===== src/rtl/reader_tx_ser.sv =====
// reader_tx_ser: buffers words from the reader controller in a small FIFO,
// frames them with a preamble and EOF, and line-encodes them onto TX_R as
// NRZ, Manchester or FM0 at a half-bit period of HB_BASE << rate_sel cycles.
module reader_tx_ser #(
   parameter int DATA_W     = 8,
   parameter int FIFO_DEPTH = 4,
   parameter int HB_BASE    = 4,
   parameter int PRE_BITS   = 2
) (
   input  logic              CLK,
   input  logic              RESET,
   input  logic              wr_en,
   input  logic [DATA_W-1:0] wr_data,
   input  logic              wr_last,
   output logic              ack,
   input  logic [1:0]        rate_sel,
   input  logic [1:0]        mode,
   output logic              TX_R,
   output logic              tx_busy,
   output logic              frame_eof,
   output logic              underrun
);

   localparam int AW   = (FIFO_DEPTH > 1) ? $clog2(FIFO_DEPTH) : 1;
   localparam int CW   = AW + 1;
   localparam int HB_W = $clog2(HB_BASE * 8);
   localparam int MAXB = (DATA_W > PRE_BITS) ? ((DATA_W > 4) ? DATA_W : 4)
                                             : ((PRE_BITS > 4) ? PRE_BITS : 4);
   localparam int BW   = $clog2(MAXB);

   typedef enum logic [1:0] {S_IDLE, S_PRE, S_DATA, S_EOF} state_t;

   // FIFO storage and bookkeeping
   logic [DATA_W:0]     mem_q [FIFO_DEPTH];
   logic [AW-1:0]       wr_ptr_q, rd_ptr_q;
   logic [CW-1:0]       count_q;
   logic                wr_fire;
   logic                pop;
   logic [DATA_W-1:0]   head_data;
   logic                head_last;

   // Serializer state
   state_t              state_q, state_d;
   logic [HB_W-1:0]     cnt_q, cnt_d;
   logic                half_q, half_d;
   logic [BW-1:0]       bit_q, bit_d;
   logic [DATA_W-1:0]   shift_q, shift_d;
   logic                last_q, last_d;
   logic [1:0]          mode_q, mode_d;
   logic [1:0]          rate_q, rate_d;
   logic                fm0_q, fm0_d;
   logic                tx_q, tx_d;
   logic                underrun_q, underrun_d;

   // Combinational helpers
   logic                hb_tick;
   logic                cur_bit;
   logic                nxt_bit;
   logic                go_eof;

   // Half-bit period minus one, for the half-bit down-counter reload.
   function automatic logic [HB_W-1:0] hb_reload(input logic [1:0] r);
      return HB_W'((HB_BASE << r) - 1);
   endfunction

   // Level for one half-bit; lvl is the level at the end of the previous half.
   function automatic logic enc_half(input logic b, input logic second,
                                     input logic [1:0] m, input logic lvl);
      logic v;
      case (m)
         2'b01:   v = second ? ~b : b;
         2'b10:   v = second ? (b ? lvl : ~lvl) : ~lvl;
         default: v = b;
      endcase
      return v;
   endfunction

   assign wr_fire   = wr_en && ack;
   assign ack       = (count_q != CW'(FIFO_DEPTH));
   assign head_data = mem_q[rd_ptr_q][DATA_W-1:0];
   assign head_last = mem_q[rd_ptr_q][DATA_W];
   assign tx_busy   = (state_q != S_IDLE);
   assign TX_R      = tx_q;
   assign underrun  = underrun_q;

   // FIFO array write; contents need no reset because count_q gates validity.
   always_ff @(posedge CLK) begin
      if (wr_fire) mem_q[wr_ptr_q] <= {wr_last, wr_data};
   end

   // FIFO pointers and occupancy; a write and a pop in one cycle cancel out.
   always_ff @(posedge CLK or posedge RESET) begin
      if (RESET) begin
         wr_ptr_q <= '0;
         rd_ptr_q <= '0;
         count_q  <= '0;
      end else begin
         if (wr_fire) wr_ptr_q <= wr_ptr_q + 1'b1;
         if (pop)     rd_ptr_q <= rd_ptr_q + 1'b1;
         count_q <= count_q + CW'(wr_fire) - CW'(pop);
      end
   end

   // Serializer state register.
   always_ff @(posedge CLK or posedge RESET) begin
      if (RESET) begin
         state_q    <= S_IDLE;
         cnt_q      <= '0;
         half_q     <= 1'b0;
         bit_q      <= '0;
         shift_q    <= '0;
         last_q     <= 1'b0;
         mode_q     <= 2'b00;
         rate_q     <= 2'b00;
         fm0_q      <= 1'b0;
         tx_q       <= 1'b0;
         underrun_q <= 1'b0;
      end else begin
         state_q    <= state_d;
         cnt_q      <= cnt_d;
         half_q     <= half_d;
         bit_q      <= bit_d;
         shift_q    <= shift_d;
         last_q     <= last_d;
         mode_q     <= mode_d;
         rate_q     <= rate_d;
         fm0_q      <= fm0_d;
         tx_q       <= tx_d;
         underrun_q <= underrun_d;
      end
   end

   // Next-state: TX_R only changes on half-bit boundaries (cnt_q == 0).
   always_comb begin
      state_d    = state_q;
      cnt_d      = cnt_q;
      half_d     = half_q;
      bit_d      = bit_q;
      shift_d    = shift_q;
      last_d     = last_q;
      mode_d     = mode_q;
      rate_d     = rate_q;
      fm0_d      = fm0_q;
      tx_d       = tx_q;
      underrun_d = underrun_q;
      pop        = 1'b0;
      frame_eof  = 1'b0;
      nxt_bit    = 1'b1;
      go_eof     = 1'b0;
      hb_tick    = (cnt_q == '0);
      cur_bit    = (state_q == S_DATA) ? shift_q[DATA_W-1] : 1'b1;

      case (state_q)
         S_IDLE: begin
            if (count_q != '0) begin
               state_d    = S_PRE;
               mode_d     = mode;
               rate_d     = rate_sel;
               underrun_d = 1'b0;
               // FM0 level starts from 0 for every frame.
               tx_d       = enc_half(1'b1, 1'b0, mode, 1'b0);
               fm0_d      = tx_d;
               cnt_d      = hb_reload(rate_sel);
               half_d     = 1'b0;
               bit_d      = '0;
            end
         end

         S_PRE, S_DATA: begin
            if (!hb_tick) begin
               cnt_d = cnt_q - 1'b1;
            end else begin
               cnt_d = hb_reload(rate_q);
               if (!half_q) begin
                  tx_d   = enc_half(cur_bit, 1'b1, mode_q, fm0_q);
                  fm0_d  = tx_d;
                  half_d = 1'b1;
               end else begin
                  half_d = 1'b0;
                  if (state_q == S_PRE) begin
                     if (bit_q == BW'(PRE_BITS - 1)) begin
                        pop     = 1'b1;
                        shift_d = head_data;
                        last_d  = head_last;
                        state_d = S_DATA;
                        bit_d   = '0;
                        nxt_bit = head_data[DATA_W-1];
                     end else begin
                        bit_d   = bit_q + 1'b1;
                     end
                  end else if (bit_q == BW'(DATA_W - 1)) begin
                     if (last_q) begin
                        go_eof = 1'b1;
                     end else if (count_q != '0) begin
                        pop     = 1'b1;
                        shift_d = head_data;
                        last_d  = head_last;
                        bit_d   = '0;
                        nxt_bit = head_data[DATA_W-1];
                     end else begin
                        underrun_d = 1'b1;
                        go_eof     = 1'b1;
                     end
                  end else begin
                     shift_d = shift_q << 1;
                     bit_d   = bit_q + 1'b1;
                     nxt_bit = shift_d[DATA_W-1];
                  end

                  if (go_eof) begin
                     state_d = S_EOF;
                     tx_d    = 1'b0;
                     bit_d   = '0;
                  end else begin
                     tx_d  = enc_half(nxt_bit, 1'b0, mode_q, fm0_q);
                     fm0_d = tx_d;
                  end
               end
            end
         end

         S_EOF: begin
            tx_d = 1'b0;
            if (!hb_tick) begin
               cnt_d = cnt_q - 1'b1;
            end else begin
               cnt_d = hb_reload(rate_q);
               if (bit_q == BW'(3)) begin
                  state_d   = S_IDLE;
                  frame_eof = 1'b1;
               end else begin
                  bit_d = bit_q + 1'b1;
               end
            end
         end

         default: state_d = S_IDLE;
      endcase
   end

endmodule


===== config.mk =====
export PLATFORM = sky130hd
export DESIGN_NAME = reader_tx_ser
export DESIGN_NICKNAME = d
export VERILOG_FILES = /design/src/rtl/reader_tx_ser.sv
export SDC_FILE = /design/constraint.sdc
export NUM_CORES = 1
export LEC_CHECK = 0
export CORE_MARGIN = 2
export CORE_UTILIZATION = 55
export CTS_BUF_LIST = sky130_fd_sc_hd__clkbuf_8
export DETAILED_ROUTE_END_ITERATION = 8
export DONT_BUFFER_PORTS = 1
export GPL_TIMING_DRIVEN = 0
export PLACE_DENSITY = 0.77
export SETUP_SLACK_MARGIN = 0.1
export SLEW_MARGIN = 20
export SYNTH_ARGS = -nofsm -noshare
export SYNTH_HDL_FRONTEND = slang
export SYNTH_SLANG_ARGS = --single-unit

===== constraint.sdc =====
create_clock -name CLK -period 2.3 [get_ports CLK]
set_input_delay 0.23 -clock CLK [delete_from_list [all_inputs] [get_ports CLK]]
set_output_delay 0.23 -clock CLK [all_outputs]
set_load 0.02 [all_outputs]

=== Yosys cells after proc, flatten, opt, wreduce, memory -nomap -nowiden ===
Memories as Yosys holds them, arrays and structs flattened.
Index checks and enable logic that the tools add are counted.

* Register bits: 34
* Latch bits: 0
* Memory bits (writable): 36
* Memory bits (read-only): 0
* Bits of input ports: 16
* Word-level logic and storage cells: 153
* Memories kept: 1

{| class="wikitable"
|+ Memories
! memory !! words !! width !! read ports !! clocked after Yosys merged registers in !! write ports !! RTL line !! RTL
|-
| mem_q || 4 || 9 || 1 || 0 || 1 || 34 || <nowiki>logic [DATA_W:0] mem_q [FIFO_DEPTH];</nowiki>
|}

* Add/subtract/negate cells: 8
* $mul: 0
* Div/mod/pow operators: 0
* Order comparisons: 0
* Eq/ne operators: 26
* Shift-type cells: 2
* Multiplexer cells: 82
* Bitwise gates (word level): 2
* Reductions and logical operators: 18

{| class="wikitable"
|+ Operator list
! cell !! number
|-
| $mux W1 || 49
|-
| $mux W8 || 5
|-
| $mux W3 || 10
|-
| $ne A2 B2 Y1 const B || 10
|-
| $ne A3 B3 Y1 const B || 6
|-
| $mux W2 || 8
|-
| $mux W5 || 2
|-
| $pmux W5 S2 || 1
|-
| $reduce_and A5 Y1 || 2
|-
| $shl A3 B2 Y5 const A || 2
|-
| $sub A5 B2 Y5 const B || 2
|-
| $pmux W3 S3 || 1
|-
| $pmux W1 S2 || 4
|-
| $reduce_and A8 Y1 || 1
|-
| $reduce_and A7 Y1 || 1
|-
| $eq A2 B2 Y1 const B || 3
|-
| $pmux W2 S3 || 1
|-
| $reduce_and A6 Y1 || 1
|-
| $reduce_bool A2 Y1 || 3
|-
| $logic_not A5 Y1 || 1
|-
| $ne A5 B5 Y1 const B || 1
|-
| $sub A5 B1 Y5 const B || 1
|-
| $add A2 B1 Y2 const B || 2
|-
| $eq A2 B1 Y1 const B || 2
|-
| 17 further kinds || 19
|}

=== Longest topological paths before layout ===
Gate-level depths: netlist (run 1).

* Depth in word-level cells: 12
* Depth in mapped cells: 11
* Mapped depth without buffers: 10

=== Least setup slack after synthesis (run 1) ===
OpenSTA, ideal clock, no wires.

* Path kind: register to register
* Start: register cnt_q[0]
* End: register count_q[1]
* Data arrival time: 2400 ps
* Data required time: 2165 ps
* Setup slack: -235 ps
* Stages on the path, launching flop included: 11
* Path buffers: 1
* Clock period less this slack: 2535 ps
* Cell sequence: dfrtp_1 inv_1 ha_1 or4b_1 buf_2 a211oi_2 and2_1 ha_1 inv_1 ha_1 fa_1

* Longest elaborated chain between the ends: 4

{| class="wikitable"
|+ Ends and longest elaborated chain
! item !! RTL line !! RTL
|-
| from (decl) || 44 || <nowiki>logic [HB_W-1:0] cnt_q, cnt_d;</nowiki>
|-
| from (signal assigned) || 120 || <nowiki>cnt_q <= cnt_d;</nowiki>
|-
| $logic_not A5 Y1 || 150 || <nowiki>hb_tick = (cnt_q == '0);</nowiki>
|-
| $mux W1 || 170 || <nowiki>if (!hb_tick) begin</nowiki>
|-
| $mux W1 || 153 || <nowiki>case (state_q)</nowiki>
|-
| net pop || 38 || <nowiki>logic pop;</nowiki>
|-
| $sub A3 B1 Y3 || 100 || <nowiki>count_q <= count_q + CW'(wr_fire) - CW'(pop);</nowiki>
|-
| to (signal assigned) || 100 ||
|-
| to (decl) || 36 || <nowiki>logic [CW-1:0] count_q;</nowiki>
|}

The timed path passes the listed nets, and every way through them passes these cells.
A chain may end at the register's enable or synchronous reset.

=== Worst setup path in the final report (run 1) ===
Ends and elaborated chain as after synthesis.

==> results of run 1 <==
cell type report:
type | instances | area (sq um)
Fill cell | 427 | 1940
Sequential cell | 70 | 1930
Multi-Input combinational cell | 175 | 1460
Timing Repair Buffer | 24 | 206
Clock buffer | 9 | 124
Tap cell | 75 | 93.8
Clock inverter | 7 | 78.8
Inverter | 21 | 78.8
Buffer | 7 | 45.0
state kept, by name, summed over array words and instances, names as in the netlist:
signal,count
fm0_q,1
rd_ptr_q,2
last_q,1
underrun,1
state_q,2
bit_q,3
mem_q,36
cnt_q,5
wr_ptr_q,2
TX_R,1
count_q,3
rate_q,2
mode_q,2
shift_q,8
half_q,1
stage by stage:
stage	power (mW)	utilization, %	setup WS (ns)	TNS (ns)	hold WS [ns]
floorplan	3.20	-	-0.214	-0.427	0.329
global placement	3.51	58.9	-0.385	-0.803	0.329
detailed placement	3.57	58.9	-0.434	-0.923	0.283
CTS	4.71	65.7	-0.249	-0.478	0.00723
global route	5.10	67.4	-0.267	-1.36	0.00799
finish	4.75	67.4	-0.197	-0.389	0.0221
synthesized netlist by cell type (all sizes together), types with 6 or more instances:
master | n | area [sq um]
edfxtp | 36 | 1080
dfrtp | 34 | 851
nand2 | 24 | 90.1
inv | 21 | 78.8
ha | 19 | 238
o21ai | 19 | 95.1
nor2 | 16 | 60.1
a21oi | 13 | 65.1
mux4 | 9 | 203
mux2i | 8 | 80.1
mux2 | 6 | 67.6
xnor2 | 6 | 52.6
power by group through the flow:
stage               Clock [mW]  Sequential [mW]  Combinational [mW]
floorplan                    0             1.90                1.30
global placement             0             1.95                1.56
detailed placement           0             1.97                1.60
CTS                       1.04             1.95                1.72
global route              1.09             2.01                2.00
finish                    1.01             1.96                1.78
cells by family (layout without fill, tap and decap cells):
| group | Yosys count | in the layout | synth area share, % |
|---|---|---|---|
| AOI/OAI and AO/OA | 57 | 57 | 10.6 |
| xor gates and xnor gates | 7 | 7 | 1.80 |
| adders and majority gates | 20 | 20 | 7.56 |
| buffers and inverters | 28 | 68 | 3.23 |
| DFF | 70 | 70 | 56.6 |
| muxes | 23 | 23 | 10.3 |
| and+or+nand+nor | 68 | 68 | 9.94 |
critical path, delay by kind of cell, from the launching register on:
kind | cells | cell delay (ns)
adders and majority gates | 4 | 0.86
buffers and inverters | 3 | 0.29
AOI/OAI and AO/OA | 1 | 0.19
DFF | 1 | 0.39
and+or+nand+nor | 2 | 0.66
what timing repair did:
item	in CTS	in global routing
gates resized for setup	13	12
setup buffers	6	8
setup endpoints to repair	10	20
pin swaps	4	7
hold endpoints to repair	70	0
gates cloned	0	1
hold buffers	10	0
path summary, 6_finish.rpt:
kind,cells past startpoint,to,slack [ns]
setup / recovery,10,count_q[1],-0.20
hold / removal,1,mode_q[0],0.02
setup reg to reg,10,count_q[1],-0.20
hold reg to reg,2,shift_q[3],0.49
max in group asynchronous,2,shift_q[1],1.37
min in group asynchronous,2,count_q[1],0.46
layer usage:
metal | global-route usage (%) | wire [um]
met5 | 0 | 0
met4 | 9.84 | 78
met3 | 5.54 | 251
met2 | 33.8 | 3080
met1 | 25.1 | 2870
==> impl_metrics.json, run 1 <==
{
  "drc": 0,
  "fmax_mhz": 400,
  "mostFrequentLayoutCell": "edfxtp_1",
  "clock_latency_ns": 0.35,
  "p_comb_share_pct": 37.4,
  "final_cells": 388,
  "row_count": 28,
  "overflow": 0,
  "diodes": 0,
  "pwr-share-clk_pct": 21.3,
  "io_buffer_count": 0,
  "place_congestion": 0.785,
  "status": "complete, but fails checks",
  "drt_iter0_drc": 135,
  "route.vias.total": 2177,
  "finalMaxSlewViolations": 0,
  "clkSinkCount": 70,
  "required_ns": 2.53,
  "crit_path_max_incr_delay_ns": 0.45,
  "min_path_type": "input pin to flop",
  "seq_power_share_pct": 41.3,
  "netlist_area_sq_um": 3410,
  "antenna_found_initial": 0,
  "tritoncts": "done",
  "p_int_mw": 3.00,
  "async_flop_share_pct": 48.6,
  "syn_avg_cell_area_sq_um": 12.5,
  "switching_share_pct": 37.0,
  "synth_edf_count": 36,
  "layout.nets": 344,
  "fin_area_sq_um": 4010,
  "yosysSeqAreaShare_pct": 56.6,
  "h-tree-depth": 3,
  "die_area_sq_um": 6850,
  "ys.flop_type": "edfxtp_1",
  "pwr_density_cell_nw_per_um2": 1180,
  "dp_cells": 348,
  "die_w_um": 82.8,
  "fin_skew_ns": 0.0101,
  "grt_pass1_wl_um": 10100,
  "fp.dieH_um": 82.8,
  "coreArea_sq_um": 5960,
  "synth.distinct_cells": 43,
  "clk_pin_slew_ns": 0.08,
  "worst_slack_ns": -0.197,
  "rsz0062_at_grt": "yes",
  "crit_slowest_cell": "or4b_4",
  "critPathMaxFanout": 2,
  "dpl.hpwl_um": 4140,
  "grt_use_total_pct": 20.5,
  "crit_start": "cnt_q[0]",
  "path_cells": "inv_2 > ha_4 > or4b_4 > buf_6 > a211oi_4 > and2_4 > ha_4 > inv_2 > ha_4 > fa_2",
  "ys_warn_count": 0,
  "grt_max_degree": 35,
  "finalSetupViolCount": 4,
  "antenna_left": 0,
  "cts_buffers": 9,
  "area_growth_pct": 17.7,
  "hold_viol": 0,
  "hp-start": "mode[0]",
  "layout_common_cells": "36 x edfxtp_1, 34 x dfrtp_1, 23 x nand2_1",
  "routedWlPerCell_um": 16.2,
  "detail_route.first_pass.iterations": 4,
  "arrival_ns": 2.73,
  "clockBufferDepth": 2,
  "worst_pin_slew_ns": 0.821,
  "maxSlewHeadroom_pct": 45.1,
  "critical_path_class": "flop to flop",
  "failed_checks": "setup timing",
  "clock-root-buffer": "clkbuf_8",
  "p_sw_mw": 1.76,
  "pin_count": 21,
  "drv_cap": 0,
  "post-route-period-util_pct": 109,
  "max-vdd-ir-drop_mv": 0.752,
  "netlist_instances": 273,
  "r2r_start": "cnt_q[0]",
  "initial_core_util_pct": 57.3,
  "synth_nets": 309,
  "wirelength_um": 6270,
  "cp-start-kind": "flop",
  "fin_crit_ns": 2.50,
  "place_area_sq_um": 3510,
  "via_per_inst": 5.61,
  "crit_path_frequent_cell": "ha_4",
  "grt_pass1_vias": 2223,
  "power.leakage_nw": 1.61,
  "crit_path_end_kind": "flop",
  "synth_seq_cells": 70,
  "layout-drive-gt1-share_pct": 22.0
}
Power figures use the tool's default switching activity.
==> inputs of run 2 (changes only) <==
--- a/config.mk
+++ b/config.mk
@@ -5,6 +5,7 @@
 export SDC_FILE = /design/constraint.sdc
 export NUM_CORES = 1
 export LEC_CHECK = 0
+export ABC_AREA = 1
 export CORE_MARGIN = 2
 export CORE_UTILIZATION = 55
 export CTS_BUF_LIST = sky130_fd_sc_hd__clkbuf_8
==> impl_metrics.json, run 2 <==
{
  "status": "finished, final reports clean",
  "route.vias.total": 2605,
  "fp.dieH_um": 84.9,
  "synthMostInstantiatedCell": "nand2_1",
  "routedWlPerCell_um": 14.2,
  "tritoncts": "done",
  "synth_compound_area_share_pct": 12.0,
  "hold_depth": 1,
  "fmax_mhz": 454,
  "clockBufferDepth": 2,
  "synth.distinct_cells": 36,
  "min_path_type": "input pin to flop",
  "finalSetupViolCount": 0,
  "synth_adder_area_share_pct": 7.17,
  "fin_skew_ns": 0.0107,
  "final_cells": 489,
  "clkSinkCount": 70,
  "clock-root-buffer": "clkbuf_8",
  "post-route-period-util_pct": 95.7,
  "drc": 0,
  "syn_avg_cell_area_sq_um": 9.54,
  "critical_path_class": "flop to flop",
  "fin_crit_ns": 2.20,
  "ys.flop_type": "edfxtp_1",
  "mostFrequentLayoutCell": "nand2_1",
  "diodes": 0,
  "dp_cells": 454,
  "post-place-ws_ns": -0.0803,
  "yosysTopAreaCellShare_pct": 30.1,
  "cts_buffers": 9,
  "synth_nets": 413,
  "worst_pin_slew_ns": 0.879,
  "async_flop_share_pct": 48.6,
  "yosys-top-cells-count": "65 x nand2_1, 55 x inv_1, 43 x o21ai_0, 36 x edfxtp_1, 36 x nor2_1",
  "place_congestion": 0.842,
  "h-tree-depth": 3,
  "netlist_area_sq_um": 3600,
  "p_int_mw": 3.31,
  "synth.largest_area_cell": "edfxtp_1",
  "ys_warn_count": 0,
  "crit_start": "state_q[0]",
  "whs_ns": 0.0276,
  "synth_mux_area_share_pct": 0.313,
  "layout.nets": 443,
  "grt_pass1_vias": 2524,
  "power.leakage_nw": 1.84,
  "die_w_um": 84.9,
  "r2r_cells": 12,
  "layout-drive-gt1-share_pct": 17.2,
  "overflow": 0,
  "rsz0062_at_grt": "yes",
  "seqCellArea_sq_um": 1930,
  "via_per_inst": 5.33,
  "coreArea_sq_um": 6350,
  "grt_max_degree": 35,
  "seq_power_share_pct": 35.7,
  "clock_latency_ns": 0.34,
  "antenna_left": 0,
  "clk_pin_slew_ns": 0.08,
  "drv_cap": 0,
  "max_flop_register": "mem_q",
  "largest_reg_flops": 36,
  "hold_viol": 0,
  "multi_input_area_sq_um": 1520,
  "worst_slack_ns": 0.0987,
  "io_buffer_count": 0,
  "p_sw_mw": 2.33,
  "critPathMaxFanout": 7,
  "crit_path_end_kind": "flop",
  "wirelength_um": 6970,
  "n_fill_cell": 500,
  "pwr-share-clk_pct": 19.5,
  "maxSlewHeadroom_pct": 41.2,
  "top_regs": "mem_q (36), shift_q (8), cnt_q (5)",
  "grt_pass1_wl_um": 11700,
  "synth_xor_area_share_pct": 1.22,
  "initial_core_util_pct": 56.6,
  "dpl.hpwl_um": 4580,
  "finalMaxSlewViolations": 0,
  "arrival_ns": 2.42,
  "antenna_found_initial": 0,
  "area_growth_pct": 17.0,
  "die_area_sq_um": 7200,
  "switching_share_pct": 41.4,
  "row_count": 29,
  "drt_iter0_drc": 227,
  "p_comb_share_pct": 44.9,
  "hp-start": "rate_sel[0]",
  "synth_top_family_by_area": "simple AND/OR/NAND/NOR gates",
  "pwr_density_cell_nw_per_um2": 1340,
  "required_ns": 2.52,
  "synth-simple-area-share_pct": 18.4,
  "netlist_instances": 377,
  "synth.area.top_cells": "edfxtp_1 30%, dfrtp_1 24%, nand2_1 6.8%",
  "cp-start-kind": "flop",
  "synth_edf_count": 36,
  "r2r_start": "state_q[0]",
  "pin_count": 21,
  "detail_route.first_pass.iterations": 4,
  "layout_common_cells": "61 x nand2_1, 49 x inv_1, 42 x o21ai_0",
  "yosysSeqAreaShare_pct": 53.7,
  "grt_use_total_pct": 20.7,
  "max-vdd-ir-drop_mv": 0.873,
  "synth_seq_cells": 70
}
==> run 2: changes by cell type after synthesis, moves of 4 or more <==
cell,before,now
mux4_2,9,0
o21ai_2,0,4
a21oi_1,13,8
xnor2_1,6,1
o21ai_0,19,43
nor2_1,16,36
mux2i_1,8,0
nand2_1,24,65
inv_1,21,55
mux2_2,6,1
nand3_1,1,25
o211ai_1,1,9
and3_1,5,0
==> run 2: path summary, 6_finish.rpt <==
check                      slack [ns]         end
max                               0.1  count_q[2]
min                              0.03   rate_q[0]
max reg2reg                       0.1  count_q[2]
min reg2reg                      0.49  shift_q[2]
max in group asynchronous        1.37  shift_q[5]
min in group asynchronous        0.46    bit_q[1]
==> run 2: timing repair <==
item | 4_1_cts | 5_1_grt
pin swaps | 5 | 9
hold buffers | 10 | 0
endpoints found under the hold margin | 70 | 0
gates resized for setup | 9 | 16
buffers inserted | 7 | 2
setup endpoints to repair | 2 | 18
==> run 2: critical path: stages, from the launching register on <==
cell     delay, ns
dfrtp_1       0.40
inv_2         0.07
ha_4          0.27
buf_12        0.12
nand2_8       0.06
nor2_8        0.14
nand2_4       0.07
nor2_4        0.11
ha_4          0.14
inv_2         0.03
ha_4          0.15
fa_2          0.35
xor2_1        0.16
==> run 2: cells by family after synthesis <==
group / Yosys count
AOI/OAI and AO/OA: 75
xor gates and xnor gates: 5
adders and majority gates: 20
buffers and inverters: 65
DFF: 70
muxes: 1
and+or+nand+nor: 141
==> run 2: area by class of cell <==
type | count | area share, %
clock buffer | 9 | 2.94
clock inverter | 7 | 2.35
inverter | 59 | 5.38
multi-input combinational | 242 | 36.1
timing repair buffer | 19 | 3.99
sequential | 70 | 45.9
tap | 77 | 2.29
buffer | 6 | 1.04
==> run 2: metrics by stage <==
| step | area, sq um | TNS (ns) | power [mW] | utilization [%] |
|---|---|---|---|---|
| after floorplan | 3620 | 0 | 3.76 | - |
| after global placement | 3720 | -0.103 | 4.16 | 58.5 |
| after detailed placement | 3720 | -0.137 | 4.24 | 58.5 |
| after CTS | 4130 | 0 | 5.48 | 65.0 |
| after global routing | 4210 | 0 | 6.12 | 66.2 |
| final | 4210 | 0 | 5.64 | 66.2 |
==> run 2: power by group through the flow <==
stage / Combinational (mW) / Sequential, mW / Clock, mW
5_1_grt: 2.90 / 2.05 / 1.17
6_report: 2.53 / 2.01 / 1.10
4_1_cts: 2.38 / 1.99 / 1.11
3_5_place_dp: 2.22 / 2.02 / 0
2_1_floorplan: 1.80 / 1.96 / 0
3_3_place_gp: 2.16 / 2.00 / 0
==> run 2: layer usage <==
layer | wire [um] | vias up | share of wire (%) | global-route usage (%)
met5 | 0 | - | 0 | 0
met4 | 97 | 0 | 1.4 | 8.23
met3 | 250 | 11 | 3.6 | 4.09
met2 | 3550 | 52 | 51 | 34.1
met1 | 3070 | 1228 | 44 | 27.2
li1 | - | 1314 | - | -
==> inputs of run 3 (changes only) <==
--- a/config.mk
+++ b/config.mk
@@ -6,13 +6,15 @@
 export NUM_CORES = 1
 export LEC_CHECK = 0
 export ABC_AREA = 1
+export CELL_PAD_IN_SITES_DETAIL_PLACEMENT = 1
+export CELL_PAD_IN_SITES_GLOBAL_PLACEMENT = 1
 export CORE_MARGIN = 2
-export CORE_UTILIZATION = 55
+export CORE_UTILIZATION = 46
 export CTS_BUF_LIST = sky130_fd_sc_hd__clkbuf_8
 export DETAILED_ROUTE_END_ITERATION = 8
 export DONT_BUFFER_PORTS = 1
 export GPL_TIMING_DRIVEN = 0
-export PLACE_DENSITY = 0.77
+export PLACE_DENSITY = 0.81
 export SETUP_SLACK_MARGIN = 0.1
 export SLEW_MARGIN = 20
 export SYNTH_ARGS = -nofsm -noshare
==> impl_metrics.json, run 3 (synthesis gave the netlist of run 2 again) <==
{
  "routedWlPerCell_um": 16.8,
  "antenna_found_initial": 0,
  "post-place-ws_ns": -0.177,
  "rsz0062_at_grt": "yes",
  "top_regs": "mem_q (36), shift_q (8), cnt_q (5)",
  "critical_path_class": "flop to flop",
  "overflow": 0,
  "maxSlewHeadroom_pct": 34.9,
  "finalSetupViolCount": 0,
  "fmax_mhz": 461,
  "h-tree-depth": 3,
  "route.vias.total": 2769,
  "area_growth_pct": 19.4,
  "coreArea_sq_um": 7650,
  "worst_slack_ns": 0.129,
  "tritoncts": "done",
  "drt_iter0_drc": 131,
  "min_path_type": "input pin to flop",
  "place_congestion": 0.794,
  "fin_skew_ns": 0.00943,
  "whs_ns": 0.0306,
  "r2r_cells": 12,
  "final_cells": 521,
  "final_util_pct": 56.1,
  "layout.nets": 450,
  "post-route-period-util_pct": 94.4,
  "p_total_mw": 5.93,
  "arrival_ns": 2.39,
  "clk_pin_slew_ns": 0.08,
  "drc": 0,
  "die_area_sq_um": 8540,
  "layout_common_cells": "62 x nand2_1, 47 x inv_1, 42 x o21ai_0",
  "pwr_density_cell_nw_per_um2": 1380,
  "hp-start": "rate_sel[0]",
  "pin_count": 21,
  "wirelength_um": 8770,
  "grt_max_degree": 35,
  "mostFrequentLayoutCell": "nand2_1",
  "grt_pass1_wl_um": 14700,
  "drv_cap": 0,
  "min_to": "rate_q[0]",
  "initial_core_util_pct": 47.0,
  "power.leakage_nw": 1.87,
  "setup_tns_ns": 0,
  "dpl.hpwl_um": 5710,
  "critPathMaxFanout": 3,
  "clkSinkCount": 70,
  "worst_pin_slew_ns": 0.973,
  "largest_reg_flops": 36,
  "max_flop_register": "mem_q",
  "fp.dieH_um": 92.4,
  "reg2reg_setup_slack_ns": 0.13,
  "detail_route.first_pass.iterations": 5,
  "r2r-end": "count_q[2]",
  "crit_path_end_kind": "flop",
  "row_count": 32,
  "dp_cells": 479,
  "via_per_inst": 5.31,
  "grt_pass1_vias": 3018,
  "die_w_um": 92.4,
  "hold_depth": 1,
  "status": "finished, final reports clean",
  "cp-start-kind": "flop",
  "finalMaxSlewViolations": 0,
  "hold_viol": 0,
  "fin_crit_ns": 2.17,
  "clockBufferDepth": 2,
  "required_ns": 2.52,
  "diodes": 0,
  "io_buffer_count": 0,
  "place_area_sq_um": 3750,
  "layout-drive-gt1-share_pct": 19.6,
  "clock_latency_ns": 0.35,
  "antenna_left": 0,
  "max-vdd-ir-drop_mv": 0.516,
  "n_fill_cell": 851,
  "clock-root-buffer": "clkbuf_8",
  "fin_area_sq_um": 4290,
  "grt_use_total_pct": 22.4,
  "r2r_start": "state_q[0]",
  "cts_buffers": 9
}
[run 3: power breakdown]
part	switching [mW]	leakage (nW)	total [mW]	internal (mW)
logic	1.72	1.00	2.75	1.03
clock network	0.526	0.115	1.15	0.626
registers	0.284	0.752	2.02	1.74
[run 3: how the worst max path moves through the flow]
stage,from,end,slack (ns)
3_3_place_gp,state_q[1],count_q[1],-0.08
2_1_floorplan,bit_q[0],count_q[2],0.10
6_report,state_q[0],count_q[2],0.13
3_5_place_dp,state_q[1],count_q[1],-0.18
4_1_cts,cnt_q[1],count_q[1],0.09
5_1_grt,state_q[1],count_q[2],0.07
[run 3: final cells by class]
class | count | area (sq um) | area share, %
buffer | 6 | 38.8 | 0.904
clock buffer | 9 | 124 | 2.89
clock inverter | 7 | 104 | 2.42
inverter | 59 | 229 | 5.33
multi-input combinational | 242 | 1520 | 35.3
sequential | 70 | 1930 | 45.0
tap | 102 | 128 | 2.97
timing repair buffer | 26 | 220 | 5.13
[run 3: routing by layer]
metal / part of all wire, % / track usage, % / vias up
met4: 2.6 / 10.4 / 0
met2: 52 / 38.4 / 48
met1: 42 / 27.1 / 1365
met3: 3.3 / 4.48 / 19
met5: 0 / 0 / -
li1: - / - / 1337
[run 3: critical path, stage by stage, from the launching register on]
cell	delay, ns
dfrtp_1	0.40
inv_2	0.07
ha_4	0.27
buf_8	0.11
nand2_8	0.06
nor2_8	0.11
nand2_4	0.06
nor2_4	0.12
ha_4	0.14
inv_2	0.03
ha_2	0.16
fa_2	0.34
xor2_1	0.17
[run 3: timing repair]
item | 4_1_cts | 5_1_grt
gates resized for setup | 18 | 10
buffers inserted | 9 | 7
pin swaps | 4 | 3
endpoints found under the hold margin | 70 | 0
setup endpoints to repair | 2 | 38
hold buffers | 10 | 0
